<file path="src/rtl/ntt_pkg.sv">
// Shared NTT definitions: coefficient/ring constants, unload FSM states and the
// bit-reversal helper also used by the bit_reverse loader.
package ntt_pkg;

  localparam int DATA_W    = 13;
  localparam int RING_SIZE = 256;

  typedef enum logic [1:0] {
    IDLE,
    READ,
    DRAIN,
    DONE
  } unload_state_e;

  // Reverses the low addr_w bits of idx; bits above addr_w come back as zero.
  function automatic logic [31:0] bitrev(input logic [31:0] idx, input int addr_w);
    logic [31:0] r;
    r = '0;
    for (int i = 0; i < 32; i++) begin
      if (i < addr_w) r[i] = idx[addr_w-1-i];
    end
    return r;
  endfunction

endpackage

</file>
<file path="src/rtl/ntt_result_unloader_if.sv">
// Valid/ready coefficient stream from the unloader to the downstream consumer.
interface ntt_result_unloader_if #(
  parameter int DATA_W = ntt_pkg::DATA_W
);

  logic [DATA_W-1:0] dout;
  logic              dout_valid;
  logic              dout_ready;
  logic              dout_last;

  modport master (output dout, dout_valid, dout_last, input dout_ready);
  modport slave  (input dout, dout_valid, dout_last, output dout_ready);

endinterface

</file>
<file path="src/rtl/ntt_skid_fifo.sv">
// 2-entry fall-through FIFO: when empty, the pushed word is presented on pop_data
// in the same cycle, so a push and pop together pass straight through.
module ntt_skid_fifo #(
  parameter int W = 14
) (
  input  logic         clk,
  input  logic         reset,
  input  logic         push,
  input  logic [W-1:0] push_data,
  input  logic         pop,
  output logic [W-1:0] pop_data,
  output logic [1:0]   count
);

  logic [W-1:0] mem [2];
  logic         wr_ptr;
  logic         rd_ptr;

  // NOTE: sequential state uses non-blocking assignments so every register
  // samples pre-edge values regardless of statement order.
  always_ff @(posedge clk) begin
    if (!reset) begin
      wr_ptr <= 1'b0;
      rd_ptr <= 1'b0;
      count  <= 2'd0;
    end else begin
      if (push) wr_ptr <= ~wr_ptr;
      if (pop)  rd_ptr <= ~rd_ptr;
      if (push && !pop)      count <= count + 2'd1;
      else if (!push && pop) count <= count - 2'd1;
    end
  end

  // NOTE: storage is deliberately not reset; count and the pointers decide
  // which entries are meaningful, so stale contents are never observed.
  always_ff @(posedge clk) begin
    if (push) mem[wr_ptr] <= push_data;
  end

  assign pop_data = (count == 2'd0) ? push_data : mem[rd_ptr];

endmodule

</file>
<file path="src/rtl/ntt_result_unloader.sv">
// Streams RING_SIZE coefficients out of the coefficient RAM after the last NTT stage.
// Define NTT_UNLOAD_BITREV_EN to read the RAM in bit-reversed address order.
module ntt_result_unloader
  import ntt_pkg::*;
#(
  parameter int DATA_W    = ntt_pkg::DATA_W,
  parameter int RING_SIZE = ntt_pkg::RING_SIZE,
  parameter int ADDR_W    = $clog2(RING_SIZE)
) (
  input  logic                  clk,
  input  logic                  reset,
  input  logic                  start,
  output logic                  ram_re,
  output logic [ADDR_W-1:0]     ram_addr,
  input  logic [DATA_W-1:0]     ram_rdata,
  ntt_result_unloader_if.master dout_if,
  output logic                  busy,
  output logic                  done
);

  unload_state_e     state_q, state_d;
  logic [ADDR_W-1:0] rd_idx;
  logic              inflight;
  logic              inflight_last;
  logic [1:0]        fifo_count;
  logic [1:0]        credit_used;
  logic              credit_ok;
  logic              last_rd;
  logic              out_valid;
  logic              pop;
  logic [DATA_W:0]   head;

  assign last_rd     = (rd_idx == ADDR_W'(RING_SIZE - 1));
  // Reads in flight count against FIFO space so a stalled consumer never loses data.
  assign credit_used = fifo_count + {1'b0, inflight};
  assign credit_ok   = (credit_used < 2'd2);

  // NOTE: every output of this block gets a default first, so no path leaves
  // a signal unassigned and no latch is inferred.
  always_comb begin
    state_d = state_q;
    ram_re  = 1'b0;
    busy    = 1'b0;
    done    = 1'b0;
    case (state_q)
      IDLE:  if (start) state_d = READ;
      READ: begin
        busy   = 1'b1;
        ram_re = credit_ok;
        if (credit_ok && last_rd) state_d = DRAIN;
      end
      DRAIN: begin
        busy = 1'b1;
        if (pop && dout_if.dout_last) state_d = DONE;
      end
      DONE: begin
        done    = 1'b1;
        state_d = IDLE;
      end
      default: state_d = IDLE;
    endcase
  end

  always_ff @(posedge clk) begin
    if (!reset) begin
      state_q       <= IDLE;
      rd_idx        <= '0;
      inflight      <= 1'b0;
      inflight_last <= 1'b0;
    end else begin
      state_q       <= state_d;
      inflight      <= ram_re;
      inflight_last <= ram_re && last_rd;
      if (state_q == IDLE) rd_idx <= '0;
      else if (ram_re)     rd_idx <= rd_idx + 1'b1;
    end
  end

`ifdef NTT_UNLOAD_BITREV_EN
  assign ram_addr = ADDR_W'(bitrev(32'(rd_idx), ADDR_W));
`else
  assign ram_addr = rd_idx;
`endif

  ntt_skid_fifo #(.W(DATA_W + 1)) u_fifo (
    .clk       (clk),
    .reset     (reset),
    .push      (inflight),
    .push_data ({inflight_last, ram_rdata}),
    .pop       (pop),
    .pop_data  (head),
    .count     (fifo_count)
  );

  // Output is gated so that nothing but zeros leaves the block when idle or in reset.
  assign out_valid          = inflight || (fifo_count != 2'd0);
  assign pop                = out_valid && dout_if.dout_ready;
  assign dout_if.dout_valid = out_valid;
  assign dout_if.dout       = out_valid ? head[DATA_W-1:0] : '0;
  assign dout_if.dout_last  = out_valid && head[DATA_W];

endmodule

</file>
<file path="src/flat_wrapper.sv">
// flat-port wrapper written by rule: the top's interface ports become plain ports
module ntt_result_unloader_flat import ntt_pkg::*;
#(
  parameter int DATA_W    = ntt_pkg::DATA_W,
  parameter int RING_SIZE = ntt_pkg::RING_SIZE,
  parameter int ADDR_W    = $clog2(RING_SIZE)
)
  (clk, reset, start, ram_re, ram_addr, ram_rdata, busy, done, dout_if_dout, dout_if_dout_valid, dout_if_dout_last, dout_if_dout_ready);
  ntt_result_unloader_if #(.DATA_W(DATA_W)) dout_if_i ();
  input  logic clk;
  input  logic reset;
  input  logic start;
  output logic ram_re;
  output logic [ADDR_W-1:0] ram_addr;
  input  logic [DATA_W-1:0] ram_rdata;
  output logic busy;
  output logic done;
  output wire logic [$bits(dout_if_i.dout)-1:0] dout_if_dout;
  output wire logic [$bits(dout_if_i.dout_valid)-1:0] dout_if_dout_valid;
  output wire logic [$bits(dout_if_i.dout_last)-1:0] dout_if_dout_last;
  input wire logic [$bits(dout_if_i.dout_ready)-1:0] dout_if_dout_ready;
  assign dout_if_dout = dout_if_i.dout;
  assign dout_if_dout_valid = dout_if_i.dout_valid;
  assign dout_if_dout_last = dout_if_i.dout_last;
  assign dout_if_i.dout_ready = dout_if_dout_ready;
  ntt_result_unloader #(.DATA_W(DATA_W), .RING_SIZE(RING_SIZE), .ADDR_W(ADDR_W)) u_core (.clk(clk), .reset(reset), .start(start), .ram_re(ram_re), .ram_addr(ram_addr), .ram_rdata(ram_rdata), .dout_if(dout_if_i), .busy(busy), .done(done));
endmodule
</file>
<file path="config.mk">
export PLATFORM = sky130hd
export DESIGN_NAME = ntt_result_unloader_flat
export DESIGN_NICKNAME = d
export VERILOG_FILES = /design/src/rtl/ntt_pkg.sv /design/src/rtl/ntt_result_unloader_if.sv /design/src/rtl/ntt_skid_fifo.sv /design/src/rtl/ntt_result_unloader.sv /design/src/flat_wrapper.sv
export SDC_FILE = /design/constraint.sdc
export NUM_CORES = 1
export LEC_CHECK = 0
export CORE_MARGIN = 2
export CORE_UTILIZATION = 54
export DETAILED_ROUTE_END_ITERATION = 16
export PLACE_DENSITY = 0.86
export SLEW_MARGIN = 20
export SYNTH_ARGS = -nofsm -noshare
export SYNTH_HDL_FRONTEND = slang
export SYNTH_SLANG_ARGS = --single-unit
</file>
<file path="constraint.sdc">
create_clock -name clk -period 3.2 [get_ports clk]
set_clock_uncertainty 0.1 [all_clocks]
set_input_delay 0.8 -clock clk [delete_from_list [all_inputs] [get_ports clk]]
set_output_delay 0.8 -clock clk [all_outputs]
set_load 0.05 [all_outputs]
</file>
==> impl_metrics.json <==
{
  "period_share_pct": 89.8,
  "antenna_found_initial": 0,
  "syn2layout_area_growth_pct": 35.2,
  "synth_top_area_share_pct": 42.6,
  "ctsResizeCount": 0,
  "max-slew-margin-rel_pct": 53.6,
  "synthDistinctLibCells": 30,
  "hpwl_mm": 2.93,
  "dieArea_um2": 4150,
  "remaining_drc_errors": 0,
  "maxSlewViolCount": 0,
  "cts_root_buffer": "clkbuf_4",
  "io_pins": 43,
  "yosysTopAreaCell": "edfxtp_1",
  "synth_area_per_cell_um2": 11.5,
  "clockBufferDepth": 2,
  "wire_per_inst_um": 15.6,
  "nFillCells": 225,
  "via_per_inst": 5.47,
  "rows": 21,
  "max_clock_freq_ghz": 0.348,
  "synth_nets": 195,
  "hold_viol_final": 0,
  "drtPass1Iterations": 5,
  "clkSinkCount": 45,
  "fin_util_pct": 78.0,
  "cts.clk_slew.worst_paths_ns": 0.13,
  "ys_seq_elements": 45,
  "setup_viol": 0,
  "nets": 240,
  "post_cts.repair.setup_buffers": 0,
  "grt_max_degree": 28,
  "worst_slew_pin_slew_ns": 0.695,
  "drive_gt1_share_pct": 12.4,
  "criticalPathCategory": "flop to primary output",
  "grt_pass1_wl_mm": 6.71,
  "p_leak_uw": 0.000919,
  "arrival_ns": 1.97,
  "hold_buffers": 0,
  "synth_area_leaders": "edfxtp_1 43%, dfxtp_1 17%, mux2i_1 8.1%",
  "multi_input_area_um2": 723,
  "vdd_ir_drop_max_uv": 621,
  "grt_overflow": 0,
  "core_area_um2": 3420,
  "start_kind": "flop",
  "clkLatencyLatePin_ns": 0.36,
  "detail-route-antenna-nets": 0,
  "num_vias": 1445,
  "grtUsageTotal_pct": 21.3,
  "diodes": 0,
  "die_x_um": 64.4,
  "grt_pass1_vias": 1489,
  "portBuffers": 42,
  "first_iter_violations": 60,
  "syn_inst": 172,
  "seq_area_um2": 1180,
  "cp_max_fo": 4,
  "dieHeight_um": 64.4,
  "ys_seq_area_share_pct": 59.9,
  "status": "complete, no violations",
  "grt_setup_unrepaired": "false",
  "power.density_nw_per_um2": 723,
  "syn_area_um2": 1970,
  "place_inst": 256,
  "post-route-min-period_ns": 2.87,
  "end_kind": "primary output",
  "fin_cells": 264,
  "tns_ns": 0,
  "required_ns": 2.30,
  "start_util_pct": 57.7,
  "drv_cap": 0,
  "postRouteWirelength_mm": 4.12,
  "ys_warn_count": 0,
  "place.gp.congestion": 0.752,
  "hold_path.class": "flop to flop",
  "cts_tree": "yes",
  "cts_buffers": 5,
  "htreeDepth": 2
}
## cells in the final DEF (no fill, tap or decap), drive strengths merged, types with 2 or more instances in the layout
| cell type | Yosys | layout |
|---|---|---|
| nor3 | 3 | 3 |
| nor2 | 14 | 14 |
| xnor2 | 6 | 6 |
| o21ai | 15 | 15 |
| nand3 | 16 | 16 |
| dfxtp | 17 | 17 |
| nand4 | 2 | 2 |
| nor4 | 3 | 3 |
| mux2i | 16 | 16 |
| edfxtp | 28 | 28 |
| inv | 7 | 7 |
| ha | 6 | 6 |
| nor2b | 2 | 2 |
| nand2b | 2 | 2 |
| buf | 2 | 19 |
| clkbuf | 6 | 6 |
| nand2 | 12 | 12 |
| xor2 | 3 | 3 |
| a21oi | 3 | 3 |
| clkdlybuf4s50 | 0 | 27 |
## synth_stat cells, drive strengths merged
master / n
edfxtp: 28
dfxtp: 17
mux2i: 16
nand3: 16
o21ai: 15
nor2: 14
nand2: 12
inv: 7
clkbuf: 6
ha: 6
xnor2: 6
a21oi: 3
nor3: 3
nor4: 3
xor2: 3
buf: 2
nand2b: 2
nand4: 2
nor2b: 2
a211oi: 1
a21boi: 1
and2: 1
and3b: 1
o21a: 1
o31a: 1
o41ai: 1
or3: 1
or3b: 1
## flip-flops by register name, summed over array words and instances, names as in the netlist, named ones only
name and count:
u_core.ram_addr 8, u_core.u_fifo.rd_ptr 1, u_core.state_q 2, u_core.inflight_last 1, u_core.u_fifo.wr_ptr 1, u_core.inflight 1, u_core.u_fifo.count 2, u_core.u_fifo.mem 28
## per-stage QoR
stage	total power, uW	setup WS, ns	hold slack (ns)	instance area, um^2
floorplan	1260	0.0613	0.326	1970
global placement	1580	0.559	0.332	2590
detailed placement	1600	0.528	0.353	2590
CTS	1940	0.300	0.381	2670
global route	2010	0.231	0.397	2670
finish	1930	0.325	0.379	2670
## cell families after synthesis
| family | after synthesis | synth area share, % |
|---|---|---|
| adders and majority gates | 6 | 3.81 |
| AOI/OAI and AO/OA | 23 | 6.60 |
| and+or+nand+nor | 58 | 14.1 |
| xor gates and xnor gates | 9 | 4.00 |
| muxes | 16 | 8.12 |
| buffers and inverters | 15 | 3.43 |
| DFF | 45 | 59.9 |
## final cells by class
type	count	share of cell area, %
Timing Repair Buffer	46	22.5
Clock buffer	6	1.55
Multi-Input combinational cell	112	27.1
Clock inverter	2	1.31
Tap cell	46	2.16
Sequential cell	45	44.3
Inverter	7	0.986
## where the power goes
part | internal (uW) | switching [uW] | total [uW] | leakage, uW
clock | 164 | 177 | 341 | 0.0000422
combinational | 349 | 496 | 845 | 0.000484
sequential | 688 | 52.2 | 740 | 0.000393
## routing by layer
metal | wire, um | vias to the layer above | share of wire [%] | global-route usage (%)
met5 | 0 | - | 0 | 0
met4 | 56 | 0 | 1.4 | 8.51
met3 | 217 | 7 | 5.3 | 3.99
met2 | 2190 | 47 | 53 | 39.3
met1 | 1660 | 688 | 40 | 24.2
li1 | - | 703 | - | -
## worst max-delay path, stage by stage (launching register included)
cell and delay, ns:
dfxtp_1 0.41, inv_1 0.10, ha_1 0.30, clkdlybuf4s50_1 0.81
## final timing paths
check        slack (ns)  depth (start not counted)                       startpoint                            endpoint
max                0.33                          3   u_core.state_q[0]$_SDFFE_PN0P_                                busy
min                0.38                          0  u_core.inflight_last$_SDFF_PN0_  u_core.u_fifo.mem[1][13]$_DFFE_PP_
max reg2reg        1.11                          5       u_core.inflight$_SDFF_PN0_     u_core.ram_addr[7]$_SDFFE_PP0P_
min reg2reg        0.38                          0  u_core.inflight_last$_SDFF_PN0_  u_core.u_fifo.mem[1][13]$_DFFE_PP_
(Power assumes the default switching activity.)
